$ cat config.mk
export PLATFORM = sky130hd
export DESIGN_NAME = key_expansion
export DESIGN_NICKNAME = d
export VERILOG_FILES = /design/src/rtl/aes_pkg.sv /design/src/rtl/sbox.sv /design/src/rtl/key_expansion.sv
export SDC_FILE = /design/constraint.sdc
export NUM_CORES = 1
export LEC_CHECK = 0
export BUFFER_PORTS_ARGS = -buffer_cell sky130_fd_sc_hd__buf_2
export CORE_MARGIN = 1
export CORE_UTILIZATION = 24
export CTS_BUF_LIST = sky130_fd_sc_hd__clkbuf_2 sky130_fd_sc_hd__clkbuf_4 sky130_fd_sc_hd__clkbuf_8
export CTS_CLUSTER_DIAMETER = 120
export DETAILED_ROUTE_END_ITERATION = 12
export SLEW_MARGIN = 15
export SYNTH_ARGS = -nofsm -noshare
export SYNTH_HDL_FRONTEND = slang
export SYNTH_SLANG_ARGS = --single-unit
$ cat constraint.sdc
create_clock -name clk -period 4.33 [get_ports clk]
set_input_delay 0.6495 -clock clk [delete_from_list [all_inputs] [get_ports clk]]
set_output_delay 0.6495 -clock clk [all_outputs]
set_load 0.05 [all_outputs]
$ cat src/rtl/aes_pkg.sv
// Shared AES definitions: FSM state encoding, key-schedule constants and the
// GF(2^8) xtime helper. The round datapath's MixColumns also uses this helper.
package aes_pkg;

  typedef enum logic [1:0] {
    ST_IDLE = 2'd0,
    ST_SUB  = 2'd1,
    ST_MIX  = 2'd2,
    ST_DONE = 2'd3
  } state_t;

  localparam logic [7:0] RCON_INIT  = 8'h01;
  localparam logic [7:0] XTIME_POLY = 8'h1B;
  localparam logic [3:0] NR         = 4'd10;

  // Multiply by x in GF(2^8), reducing modulo x^8+x^4+x^3+x+1
  function automatic logic [7:0] xtime(input logic [7:0] b);
    return {b[6:0], 1'b0} ^ (b[7] ? XTIME_POLY : 8'h00);
  endfunction

endpackage

$ cat src/rtl/sbox.sv
// AES forward substitution box, purely combinational 256-entry lookup.
// Row 0 of the table occupies the most significant bits, so entry a sits at byte 255-a.
module sbox (
  input  logic [7:0] endereco,
  output logic [7:0] dado
);

  localparam logic [2047:0] SBOX_TABLE = {
    128'h637c777bf26b6fc53001672bfed7ab76,
    128'hca82c97dfa5947f0add4a2af9ca472c0,
    128'hb7fd9326363ff7cc34a5e5f171d83115,
    128'h04c723c31896059a071280e2eb27b275,
    128'h09832c1a1b6e5aa0523bd6b329e32f84,
    128'h53d100ed20fcb15b6acbbe394a4c58cf,
    128'hd0efaafb434d338545f9027f503c9fa8,
    128'h51a3408f929d38f5bcb6da2110fff3d2,
    128'hcd0c13ec5f974417c4a77e3d645d1973,
    128'h60814fdc222a908846eeb814de5e0bdb,
    128'he0323a0a4906245cc2d3ac629195e479,
    128'he7c8376d8dd54ea96c56f4ea657aae08,
    128'hba78252e1ca6b4c6e8dd741f4bbd8b8a,
    128'h703eb5664803f60e613557b986c11d9e,
    128'he1f8981169d98e949b1e87e9ce5528df,
    128'h8ca1890dbfe6426841992d0fb054bb16
  };

  logic [10:0] w_bit_idx;

  assign w_bit_idx = {~endereco, 3'b000};
  assign dado      = SBOX_TABLE[w_bit_idx +: 8];

endmodule

$ cat src/rtl/key_expansion.sv
// Iterative AES-128 key schedule: one round key every 5 cycles (4 SubWord
// cycles through a single shared sbox, then one word-mixing cycle).
module key_expansion
  import aes_pkg::*;
(
  input  logic         clk,
  input  logic         rst,
  input  logic         start,
  input  logic [127:0] chave,
  output logic [127:0] chave_rodada,
  output logic [3:0]   rodada,
  output logic         chave_valida,
  output logic         ocupado,
  output logic         fim
);

  state_t       r_state;
  state_t       w_state_nxt;
  logic [31:0]  r_w0, r_w1, r_w2, r_w3;
  logic [31:0]  r_t;
  logic [1:0]   r_cnt;
  logic [7:0]   r_rcon;
  logic [127:0] r_chave_rodada;
  logic [3:0]   r_rodada;
  logic         r_valida;
  logic         r_fim;

  logic [1:0]   w_sel;
  logic [4:0]   w_byte_lsb;
  logic [31:0]  w_rot;
  logic [7:0]   w_sbox_addr;
  logic [7:0]   w_sbox_dado;
  logic [31:0]  w_n0, w_n1, w_n2, w_n3;
  logic [3:0]   w_rodada_inc;

  // Bytes of RotWord(w3) are substituted MSB first: counter 0 handles byte 3
  assign w_sel       = 2'd3 - r_cnt;
  assign w_byte_lsb  = {w_sel, 3'b000};
  assign w_rot       = {r_w3[23:0], r_w3[31:24]};
  assign w_sbox_addr = w_rot[w_byte_lsb +: 8];

  sbox u_sbox (
    .endereco (w_sbox_addr),
    .dado     (w_sbox_dado)
  );

  assign w_n0         = r_w0 ^ r_t ^ {r_rcon, 24'h000000};
  assign w_n1         = r_w1 ^ w_n0;
  assign w_n2         = r_w2 ^ w_n1;
  assign w_n3         = r_w3 ^ w_n2;
  assign w_rodada_inc = r_rodada + 4'd1;

  always_ff @(posedge clk) begin
    if (rst) begin
      r_state <= ST_IDLE;
    end else begin
      r_state <= w_state_nxt;
    end
  end

  always_comb begin
    w_state_nxt = r_state;
    case (r_state)
      ST_IDLE: begin
        if (start) w_state_nxt = ST_SUB;
        else       w_state_nxt = ST_IDLE;
      end
      ST_SUB: begin
        if (r_cnt == 2'd3) w_state_nxt = ST_MIX;
        else               w_state_nxt = ST_SUB;
      end
      ST_MIX: begin
        if (w_rodada_inc == NR) w_state_nxt = ST_DONE;
        else                    w_state_nxt = ST_SUB;
      end
      ST_DONE: w_state_nxt = ST_IDLE;
      default: w_state_nxt = ST_IDLE;
    endcase
  end

  // Valid/fim default low every cycle so each is a single-cycle pulse
  always_ff @(posedge clk) begin
    if (rst) begin
      r_w0           <= 32'h0;
      r_w1           <= 32'h0;
      r_w2           <= 32'h0;
      r_w3           <= 32'h0;
      r_t            <= 32'h0;
      r_cnt          <= 2'd0;
      r_rcon         <= 8'h00;
      r_chave_rodada <= 128'h0;
      r_rodada       <= 4'd0;
      r_valida       <= 1'b0;
      r_fim          <= 1'b0;
    end else begin
      r_valida <= 1'b0;
      r_fim    <= 1'b0;
      case (r_state)
        ST_IDLE: begin
          if (start) begin
            r_w0           <= chave[127:96];
            r_w1           <= chave[95:64];
            r_w2           <= chave[63:32];
            r_w3           <= chave[31:0];
            r_chave_rodada <= chave;
            r_rodada       <= 4'd0;
            r_valida       <= 1'b1;
            r_rcon         <= RCON_INIT;
            r_cnt          <= 2'd0;
          end
        end
        ST_SUB: begin
          r_t[w_byte_lsb +: 8] <= w_sbox_dado;
          r_cnt                <= r_cnt + 2'd1;
        end
        ST_MIX: begin
          r_w0           <= w_n0;
          r_w1           <= w_n1;
          r_w2           <= w_n2;
          r_w3           <= w_n3;
          r_chave_rodada <= {w_n0, w_n1, w_n2, w_n3};
          r_rodada       <= w_rodada_inc;
          r_valida       <= 1'b1;
          r_rcon         <= xtime(r_rcon);
          r_cnt          <= 2'd0;
          r_fim          <= (w_rodada_inc == NR);
        end
        default: begin
        end
      endcase
    end
  end

  assign chave_rodada = r_chave_rodada;
  assign rodada       = r_rodada;
  assign chave_valida = r_valida;
  assign fim          = r_fim;
  assign ocupado      = (r_state != ST_IDLE);

endmodule
==> impl_metrics.env <==
export IMPL_status="complete, no violations"
export IMPL_worstSkewPairLatency_ns=0.52
export IMPL_setup_viol_count_final=0
export IMPL_ys_seq_elements=178
export IMPL_yosysSeqAreaShare_pct=28.6
export IMPL_worstPathArrival_ns=4.61
export IMPL_cts_buffers=17
export IMPL_worstMarginPinSlew_ns=1.07
export IMPL_num_io_pins=266
export IMPL_finalCriticalPeriod_ns=4.16
export IMPL_layout_setup_ws_ns=0.168
export IMPL_clockBufferDepth=2
export IMPL_coreArea_um2=51300
export IMPL_cts_max_level=4
export IMPL_crit_required_ns=4.78
export IMPL_clock_sinks=178
export IMPL_ir_worst_vdd_v=0.000259
export IMPL_vias=14541
export IMPL_maxSlewHeadroom_pct=28.9
export IMPL_antenna_found_initial=0
export IMPL_p_per_area_nw_per_um2=360
export IMPL_final_util_pct=29.4
export IMPL_path_cells="mux4_2, buf_4, ha_1, inv_1, nand2_1, nand3_1, and3_1, or4_1, a2bb2oi_2, a22o_1"
export IMPL_yosysUniqueCellTypes=79
export IMPL_synth_most_common_cell="nand2_1"
export IMPL_drc=0
export IMPL_avgSynthCellArea_um2=7.57
export IMPL_chipWidth_um=230
export IMPL_critical_path_class="flop to flop"
export IMPL_max_stage_delay_ns=0.73
export IMPL_die_area_um2=52800
export IMPL_synth_area_leaders="dfxtp_1 29%, nand2_1 5.4%, xnor2_1 5.4%"
export IMPL_synth_commonest_cells="180 x nand2_1, 179 x nor2_1, 178 x dfxtp_1, 113 x clkbuf_1, 94 x a21oi_1"
export IMPL_cts_setup_buffers=0
export IMPL_postRouteAntennaNets=0
export IMPL_yosys_most_used_dff="dfxtp_1"
export IMPL_portBuffers=265
export IMPL_hold_path_class="primary input to flop"
export IMPL_fin_nets=2009
export IMPL_async_reset_ff_share_pct=0
export IMPL_synth_nets=1795
export IMPL_first_global_vias=13844
export IMPL_via_per_inst=5.70
export IMPL_maxCapViolations=0
export IMPL_syn_inst=1643
export IMPL_critPathMaxFanout=15
export IMPL_synth_top_area_share_pct=28.6
export IMPL_cts_root_buf="clkbuf_8"
export IMPL_grt_pass1_wl_um=93300
export IMPL_dpl_hpwl_um=47400
export IMPL_leakagePower_nw=5.87
export IMPL_wl_per_cell_um=25.0
export IMPL_grt_overflow_total=0
export IMPL_final_max_slew_violation_count=0
export IMPL_crit_path_end_kind="flop"
export IMPL_r2r_slack_ns=0.17
export IMPL_start_util_pct=24.3
export IMPL_first_pass_iters=6
export IMPL_groute_usage_overall_pct=23.4
export IMPL_hold_viol=0
export IMPL_globalplace_congestion=1.05
export IMPL_dpl_cell_area_um2=14600
export IMPL_die_h_um=230
export IMPL_totalWireLength_um=63900
export IMPL_path_clk_slew_ns=0.10
export IMPL_drt_initial_drc_count=1586
export IMPL_fmax_mhz=240
export IMPL_grt_max_degree=83
export IMPL_hold_buffers=0
export IMPL_crit_path_start_kind="flop"
export IMPL_reg2reg_depth=10
export IMPL_hold_path_depth=3
export IMPL_place_ws_ns=0.0995
export IMPL_stdcell_area_um2=15100
export IMPL_slowest_stage="ha_1"
export IMPL_yosys_warnings=0
export IMPL_tritoncts="built"
export IMPL_syn_cell_area_um2=12400
export IMPL_rsz0062_at_grt="no"
export IMPL_area_growth_pct=21.2
export IMPL_period_share_pct=96.1
export IMPL_synth_area_leader_cell="dfxtp_1"
export IMPL_cts_resized=0
export IMPL_fp_row_count=83
export IMPL_drive_gt1_share_pct=22.6
export IMPL_synth_edf_count=0
export IMPL_skew_ns=0.0272
[critical path, delay by kind of cell (launching register included)]
kind	cells	cell delay, ns
flops	1	0.69
buf+inv	2	0.44
mux	1	0.41
simple gates	4	1.26
fa+ha+maj	1	0.73
compound gates	2	0.55
[area by class of cell]
type	instances	area (um2)
timing repair buffer	342	1940
tap	680	851
fill	5630	36200
inverter	34	128
antenna	1	2.50
clock inverter	15	191
clock buffer	17	234
multi-input combinational	1284	8160
sequential	178	3570
[worst paths after layout]
kind | to | start
hold / removal | r_w1[3]$_SDFFE_PP0P_ | chave[67]
hold reg to reg | r_w3[0]$_SDFFE_PP0P_ | r_w3[0]$_SDFFE_PP0P_
setup / recovery | r_t[9]$_SDFFE_PP0P_ | r_cnt[1]$_SDFFE_PP0P_
setup reg to reg | r_t[9]$_SDFFE_PP0P_ | r_cnt[1]$_SDFFE_PP0P_
[stage by stage]
| stage | instances | total power [W] | hold WS, ns | setup TNS, ns |
|---|---|---|---|---|
| after detailed placement | 2518 | 0.00416 | 0.476 | 0 |
| after floorplan | 1643 | 0.00331 | 0.444 | 0 |
| final | 2551 | 0.00543 | 0.381 | 0 |
| after CTS | 2550 | 0.00540 | 0.340 | 0 |
| after global placement | 2518 | 0.00419 | 0.470 | -0.143 |
| after global routing | 2550 | 0.00563 | 0.381 | 0 |
[cell usage in the layout (no fill, tap or decap), types with 21 or more instances in the layout]
cell type  netlist  routed
inv_1           31      31
xor2_1          45      45
o21ai_0         81      81
and3_1          28      28
xnor2_1         77      77
nand2b_1        28      28
dfxtp_1        178     176
a21oi_1         94      94
nand2_1        180     178
nor2_1         179     177
nor3_1          25      25
nand3_1         36      36
o22ai_1         65      65
o21a_1          27      27
buf_4            2      75
a31oi_1         51      51
buf_2           22     264
ha_1            21      21
a211oi_1        69      69
[report_power, final]
part / internal [W] / total [W] / switching, W
sequential: 0.00174 / 0.00189 / 0.000148
combinational: 0.000715 / 0.00231 / 0.00159
clock: 0.000492 / 0.00124 / 0.000744
[state kept, by name (all words and copies together), names as in the netlist]
name          cells
r_w1             31
r_state           2
chave_rodada      3
r_w0             32
rodada            4
r_cnt             2
r_t              32
chave_valida      1
r_rcon            8
r_w2             31
fim               1
r_w3             31
[per-layer routing]
metal,share of wire (%),vias up,track usage (%)
li1,-,6476,-
met1,41,7083,30.7
met2,45,833,36.8
met3,8.5,149,4.33
met4,4.9,0,11.0
met5,0,-,0
[cells by family after synthesis]
logic type,count (synthesis),synth area share [%]
AO/OA/AOI/OAI,577,32.2
XOR/XNOR,122,8.59
adder cells (fa/ha/maj),21,2.11
buffers and inverters,181,6.04
flip-flops,178,28.6
multiplexers,26,2.98
AND/OR/NAND/NOR,538,19.5
Note: power is estimated with default switching activity, not from simulation.
